### config.mk
export PLATFORM = sky130hd
export DESIGN_NAME = uint16_bcd_display
export DESIGN_NICKNAME = d
export VERILOG_FILES = /design/src/rtl/uint16_bcd_display_pkg.sv /design/src/rtl/uint16_bcd_display_add3.sv /design/src/rtl/uint16_bcd_display.sv
export SDC_FILE = /design/constraint.sdc
export NUM_CORES = 1
export LEC_CHECK = 0
export ABC_AREA = 1
export CORE_MARGIN = 8
export CORE_UTILIZATION = 58
export CTS_CLUSTER_SIZE = 28
export DETAILED_ROUTE_END_ITERATION = 10
export PLACE_DENSITY = 0.93
export SLEW_MARGIN = 10
export SYNTH_ARGS = -nofsm -noshare
export SYNTH_HDL_FRONTEND = slang
export SYNTH_SLANG_ARGS = --single-unit
### constraint.sdc
create_clock -name clk -period 3.12 [get_ports clk]
set_input_delay 0.312 -clock clk [delete_from_list [all_inputs] [get_ports clk]]
set_output_delay 0.312 -clock clk [all_outputs]
set_load 0.05 [all_outputs]
### src/rtl/uint16_bcd_display_pkg.sv
// ----------------------------------------------------------------------------
// uint16_bcd_display_pkg : shared BCD types, display codes and blanking helper
// Revision: 1.0
// ----------------------------------------------------------------------------
`default_nettype none

package uint16_bcd_display_pkg;

  typedef logic [3:0]  BcdDigit;
  typedef logic [19:0] BcdDigits5;

  localparam BcdDigit BCD_BLANK = 4'hF;
  localparam BcdDigit BCD_ERROR = 4'hE;

  localparam BcdDigits5 BCD_ERR_PATTERN = {BCD_BLANK, BCD_BLANK, BCD_BLANK, BCD_BLANK, BCD_ERROR};

  // Digit0 is never blanked so that a zero result still shows a single 0.
  function automatic BcdDigits5 blank_leading(input BcdDigits5 d);
    BcdDigits5 r;
    logic      lead;
    r    = d;
    lead = 1'b1;
    for (int i = 4; i >= 1; i--) begin
      if (lead && (d[4*i +: 4] == 4'd0)) begin
        r[4*i +: 4] = BCD_BLANK;
      end else begin
        lead = 1'b0;
      end
    end
    return r;
  endfunction

endpackage

`default_nettype wire

### src/rtl/uint16_bcd_display_add3.sv
// ----------------------------------------------------------------------------
// uint16_bcd_display_add3 : double-dabble digit correction (>=5 -> +3)
// Revision: 1.0
// ----------------------------------------------------------------------------
`default_nettype none

module uint16_bcd_display_add3
  import uint16_bcd_display_pkg::*;
(
  input  logic [3:0] digit_i,
  output logic [3:0] digit_o
);

  always_comb begin
    digit_o = digit_i;
    if (digit_i >= 4'd5) begin
      digit_o = digit_i + 4'd3;
    end
  end

endmodule

`default_nettype wire

### src/rtl/uint16_bcd_display.sv
// ----------------------------------------------------------------------------
// uint16_bcd_display : sequential UInt16 -> 5-digit BCD, one bit per cycle.
// Optional macro LEADING_ZERO_BLANK_EN blanks leading zero digits. Rev 1.0
// ----------------------------------------------------------------------------
`default_nettype none

module uint16_bcd_display
  import uint16_bcd_display_pkg::*;
#(
  parameter int DIGITS = 5
) (
  input  logic        clk,
  input  logic        rst_n,
  input  logic        start_i,
  input  logic [15:0] value_i,
  input  logic        invalid_i,
  output logic        busy_o,
  output logic        done_o,
  output logic        error_o,
  output logic [19:0] digits_o
);

  typedef enum logic [0:0] {
    IDLE    = 1'b0,
    CONVERT = 1'b1
  } state_t;

  state_t    state_q, state_d;
  logic [15:0] shreg_q, shreg_d;
  BcdDigits5 acc_q, acc_d;
  logic [3:0]  cnt_q, cnt_d;
  BcdDigits5 digits_q, digits_d;
  logic      error_q, error_d;
  logic      done_q, done_d;

  BcdDigits5 adj;
  BcdDigits5 shifted;
  BcdDigits5 final_val;

  for (genvar g = 0; g < DIGITS; g++) begin : g_add3
    uint16_bcd_display_add3 u_add3 (
      .digit_i (acc_q[4*g +: 4]),
      .digit_o (adj[4*g +: 4])
    );
  end

  assign shifted = {adj[18:0], shreg_q[15]};

`ifdef LEADING_ZERO_BLANK_EN
  assign final_val = blank_leading(shifted);
`else
  assign final_val = shifted;
`endif

  always_ff @(posedge clk) begin
    if (!rst_n) begin
      state_q  <= IDLE;
      shreg_q  <= '0;
      acc_q    <= '0;
      cnt_q    <= '0;
      digits_q <= '0;
      error_q  <= 1'b0;
      done_q   <= 1'b0;
    end else begin
      state_q  <= state_d;
      shreg_q  <= shreg_d;
      acc_q    <= acc_d;
      cnt_q    <= cnt_d;
      digits_q <= digits_d;
      error_q  <= error_d;
      done_q   <= done_d;
    end
  end

  always_comb begin
    state_d  = state_q;
    shreg_d  = shreg_q;
    acc_d    = acc_q;
    cnt_d    = cnt_q;
    digits_d = digits_q;
    error_d  = error_q;
    done_d   = 1'b0;
    case (state_q)
      IDLE: begin
        if (start_i) begin
          if (invalid_i) begin
            digits_d = BCD_ERR_PATTERN;
            error_d  = 1'b1;
            done_d   = 1'b1;
          end else begin
            shreg_d = value_i;
            acc_d   = '0;
            cnt_d   = '0;
            state_d = CONVERT;
          end
        end
      end
      CONVERT: begin
        acc_d   = shifted;
        shreg_d = {shreg_q[14:0], 1'b0};
        cnt_d   = cnt_q + 4'd1;
        // cnt_q==15 means this edge shifts in the last of the 16 bits
        if (cnt_q == 4'd15) begin
          digits_d = final_val;
          error_d  = 1'b0;
          done_d   = 1'b1;
          state_d  = IDLE;
        end
      end
      default: state_d = IDLE;
    endcase
  end

  assign busy_o   = (state_q == CONVERT);
  assign done_o   = done_q;
  assign error_o  = error_q;
  assign digits_o = digits_q;

endmodule

`default_nettype wire

==> metrics.csv <==
stage;metric;value;unit
yosys;Mapped Area;0.00286;mm2
timing;Final setup viols;0;
cells_and_area;most common cell after layout, fill and taps aside;nand2_1;
global_route;vias in the first global route;2573;
yosys;cell count after synthesis;398;
clock_tree;post-CTS setup buffer count;0;
drt;drt initial violations;227;
power;Reg power frac;0.499;
setup_path;worst setup path class;reg -> out;
drt;drt wl/cell;12.7;um
power;Final Power;1720;uW
run;Maximum Capacitance Violations;0;
cells_and_area;Total Nets Final;471;
power;clock share of power;0.363;
setup_path;Setup crit start;busy_o;
clock_tree;hold_buf cts;0;
yosys;register area share after synthesis;0.441;
drt;ANT nets after route;0;
yosys;Seq cells post-synth;63;
placed_design;DP HPWL;4470;um
setup_path;Worst EP required;2810;ps
timing;clk_skew;7.04;ps
cells_and_area;area growth from synthesis to final layout;22.4;%
placed_design;RD Place Congestion;0.842;
setup_path;critical path arrival;1750;ps
timing;fin. max-slew vios;0;
cells_and_area;final core utilization;0.736;
setup_path;CP bufs+invs;2;
setup_path;R2R depth;6;
timing;crit share post-route;0.662;
power;Peak VDD IR;414;uV
global_route;first-pass GRT wire length;11000;um
global_route;Global Route met2 Usage;0.300;
setup_path;Crit path max-delay family;buffers and inverters;
drt;total wire length;6530;um
cells_and_area;layout cells sized above 1;0.0562;
cells_and_area;commonest non-fill, non-tap cells in the layout;114 x nand2_1, 63 x dfxtp_1, 44 x a21oi_1;
power;Switching Fraction;0.274;
timing;final hold viol count;0;
global_route;initial antenna violation count;0;
setup_path;CP Capture Type;output pin;
worst_hold_path;min-delay worst type;reg -> reg;
clock_tree;post-CTS sizing;0;
setup_path;critical path, cell by cell;buf_4 -> clkdlybuf4s50_1;
clock_tree;CTS root buf;clkbuf_8;
setup_path;crit start category;flop;
die;core area;0.00475;mm2
yosys;area share of the largest cell type after synthesis;0.441;
drt;drt pass-1 iters;5;
timing;fmax;0.484;GHz
setup_path;crit path max fanout;19;
timing;crit path time final;2060;ps
global_route;grt met3 use;0.0643;
die;Starting Density;0.601;
global_route;global route overflow;0;
die;standard-cell row count;25;
timing;RSZ-0062 raised after global routing;false;
clock_tree;CTS Buffer Depth;2;
yosys;top post-synthesis cells by area;dfxtp_1 44%, nand2_1 15%, a21oi_1 7.7%;
worst_hold_path;hold path depth;2;
timing;Slew headroom;0.621;
drt;drt drc;0;
setup_path;WP depth;2;
run_status;run status;finished clean;
clock_tree;clk_lat worst skew;340;ps
drt;via count;2747;
clock_tree;CTS H-tree lvls;3;
yosys;Syn Area/Cell;7.18;um2
drt;vias per cell;5.37;
die;# IOs;43;
power;Net Switching;472;uW
yosys;synth unique cells;23;
timing;worst slew pin tran;567;ps
clock_tree;TritonCTS buffer count;9;
global_route;total global-route track usage;0.183;
power;Static Leak;0.00147;uW
worst_hold_path;Hold Path Origin;digits_o[0];
setup_path;Reg2Reg Launch Point;cnt_q[0];
cells_and_area;fill count;382;
setup_path;CP max stage delay;850;ps
cells_and_area;ant diodes;0;
die;Die Area;0.00743;mm2
global_route;GR met1 Demand/Resource;0.210;
setup_path;critical path's slowest cell;clkdlybuf4s50_1;
power;Int Power;1250;uW
clock_tree;CTS tree;yes;
clock_tree;Num Clock Sinks;63;
timing;final setup TNS;0;ps
yosys;Yosys top cell by area;dfxtp_1;
global_route;pin count of the biggest net entering global routing;34;
yosys;YS warnings;0;
clock_tree;clock-pin slew on the worst setup and hold paths;70;ps
die;die height;86.2;um
die;die width;86.2;um
power;combinational share of power;0.138;
power;Power Density;492;mW/mm2
global_route;global routing's busiest layer;met2;
yosys;Mapped Nets;429;
placed_design;number of buffers added on ports;42;
==> power groups by stage <==
stage               combinational [uW]  sequential [uW]  clock [uW]
finish                             238              859         625
global placement                   234              876           0
detailed placement                 238              877           0
CTS                                240              859         637
global route                       258              862         671
floorplan                         86.7              943           0
==> worst register-to-register path, cell delays in order, from the launching register on <==
cell and delay [ps]:
dfxtp_1 370, ha_1 250, nand4_4 290, nand2_1 550, inv_1 130, nand2_1 90
a21oi_1 50
==> logic make-up (layout without fill, tap and decap cells) <==
| logic type | Yosys count | count (layout) | share of synthesized area |
|---|---|---|---|
| and+or+nand+nor | 185 | 185 | 0.274 |
| DFF | 63 | 63 | 0.441 |
| adders and majority gates | 11 | 11 | 0.0481 |
| buffers and inverters | 53 | 100 | 0.0757 |
| AOI/OAI and AO/OA | 86 | 86 | 0.161 |
==> path summary, 6_finish.rpt <==
check	to	slack, ps
max	busy_o	1060
min reg2reg	digits_o[0]	470
min	digits_o[0]	470
max reg2reg	digits_o[0]	1270
==> synth_stat cells (all sizes together) <==
| library cell | n |
|---|---|
| a31oi | 10 |
| buf | 9 |
| nor3b | 2 |
| clkinv | 1 |
| a22oi | 2 |
| a21oi | 44 |
| o21ai | 27 |
| inv | 36 |
| nand3 | 23 |
| ha | 11 |
| o221ai | 3 |
| nand4 | 12 |
| nor2 | 32 |
| clkbuf | 7 |
| dfxtp | 63 |
| nor3 | 1 |
| nand2 | 115 |
==> routing by layer <==
metal | vias up | wire [um]
met5 | - | 0
met4 | 0 | 120
met3 | 11 | 462
met2 | 98 | 3070
met1 | 1237 | 2870
li1 | 1401 | -
==> registers in the layout, indices dropped and copies added (netlist names) <==
name	count
shreg_q	16
digits_o	20
acc_q	20
cnt_q	4
done_o	1
busy_o	1
error_o	1
==> stage by stage <==
| stage | hold WS [ps] | cell area [um2] | cells | setup WS [ps] |
|---|---|---|---|---|
| floorplan | 440 | 2860 | 398 | 1590 |
| detailed placement | 463 | 3320 | 496 | 1190 |
| CTS | 475 | 3500 | 512 | 1040 |
| global placement | 458 | 3320 | 496 | 1260 |
| finish | 473 | 3500 | 512 | 1060 |
| global route | 491 | 3500 | 512 | 997 |
==> area by class of cell <==
cell class / count / area (um2) / share of cell area
clock inverter: 4 / 20.0 / 0.00572
inverter: 37 / 139 / 0.0397
tap: 67 / 83.8 / 0.0240
timing repair buffer: 47 / 458 / 0.131
sequential: 63 / 1260 / 0.361
clock buffer: 12 / 155 / 0.0443
multi-input combinational: 282 / 1380 / 0.395
Power figures use the tool's default switching activity.
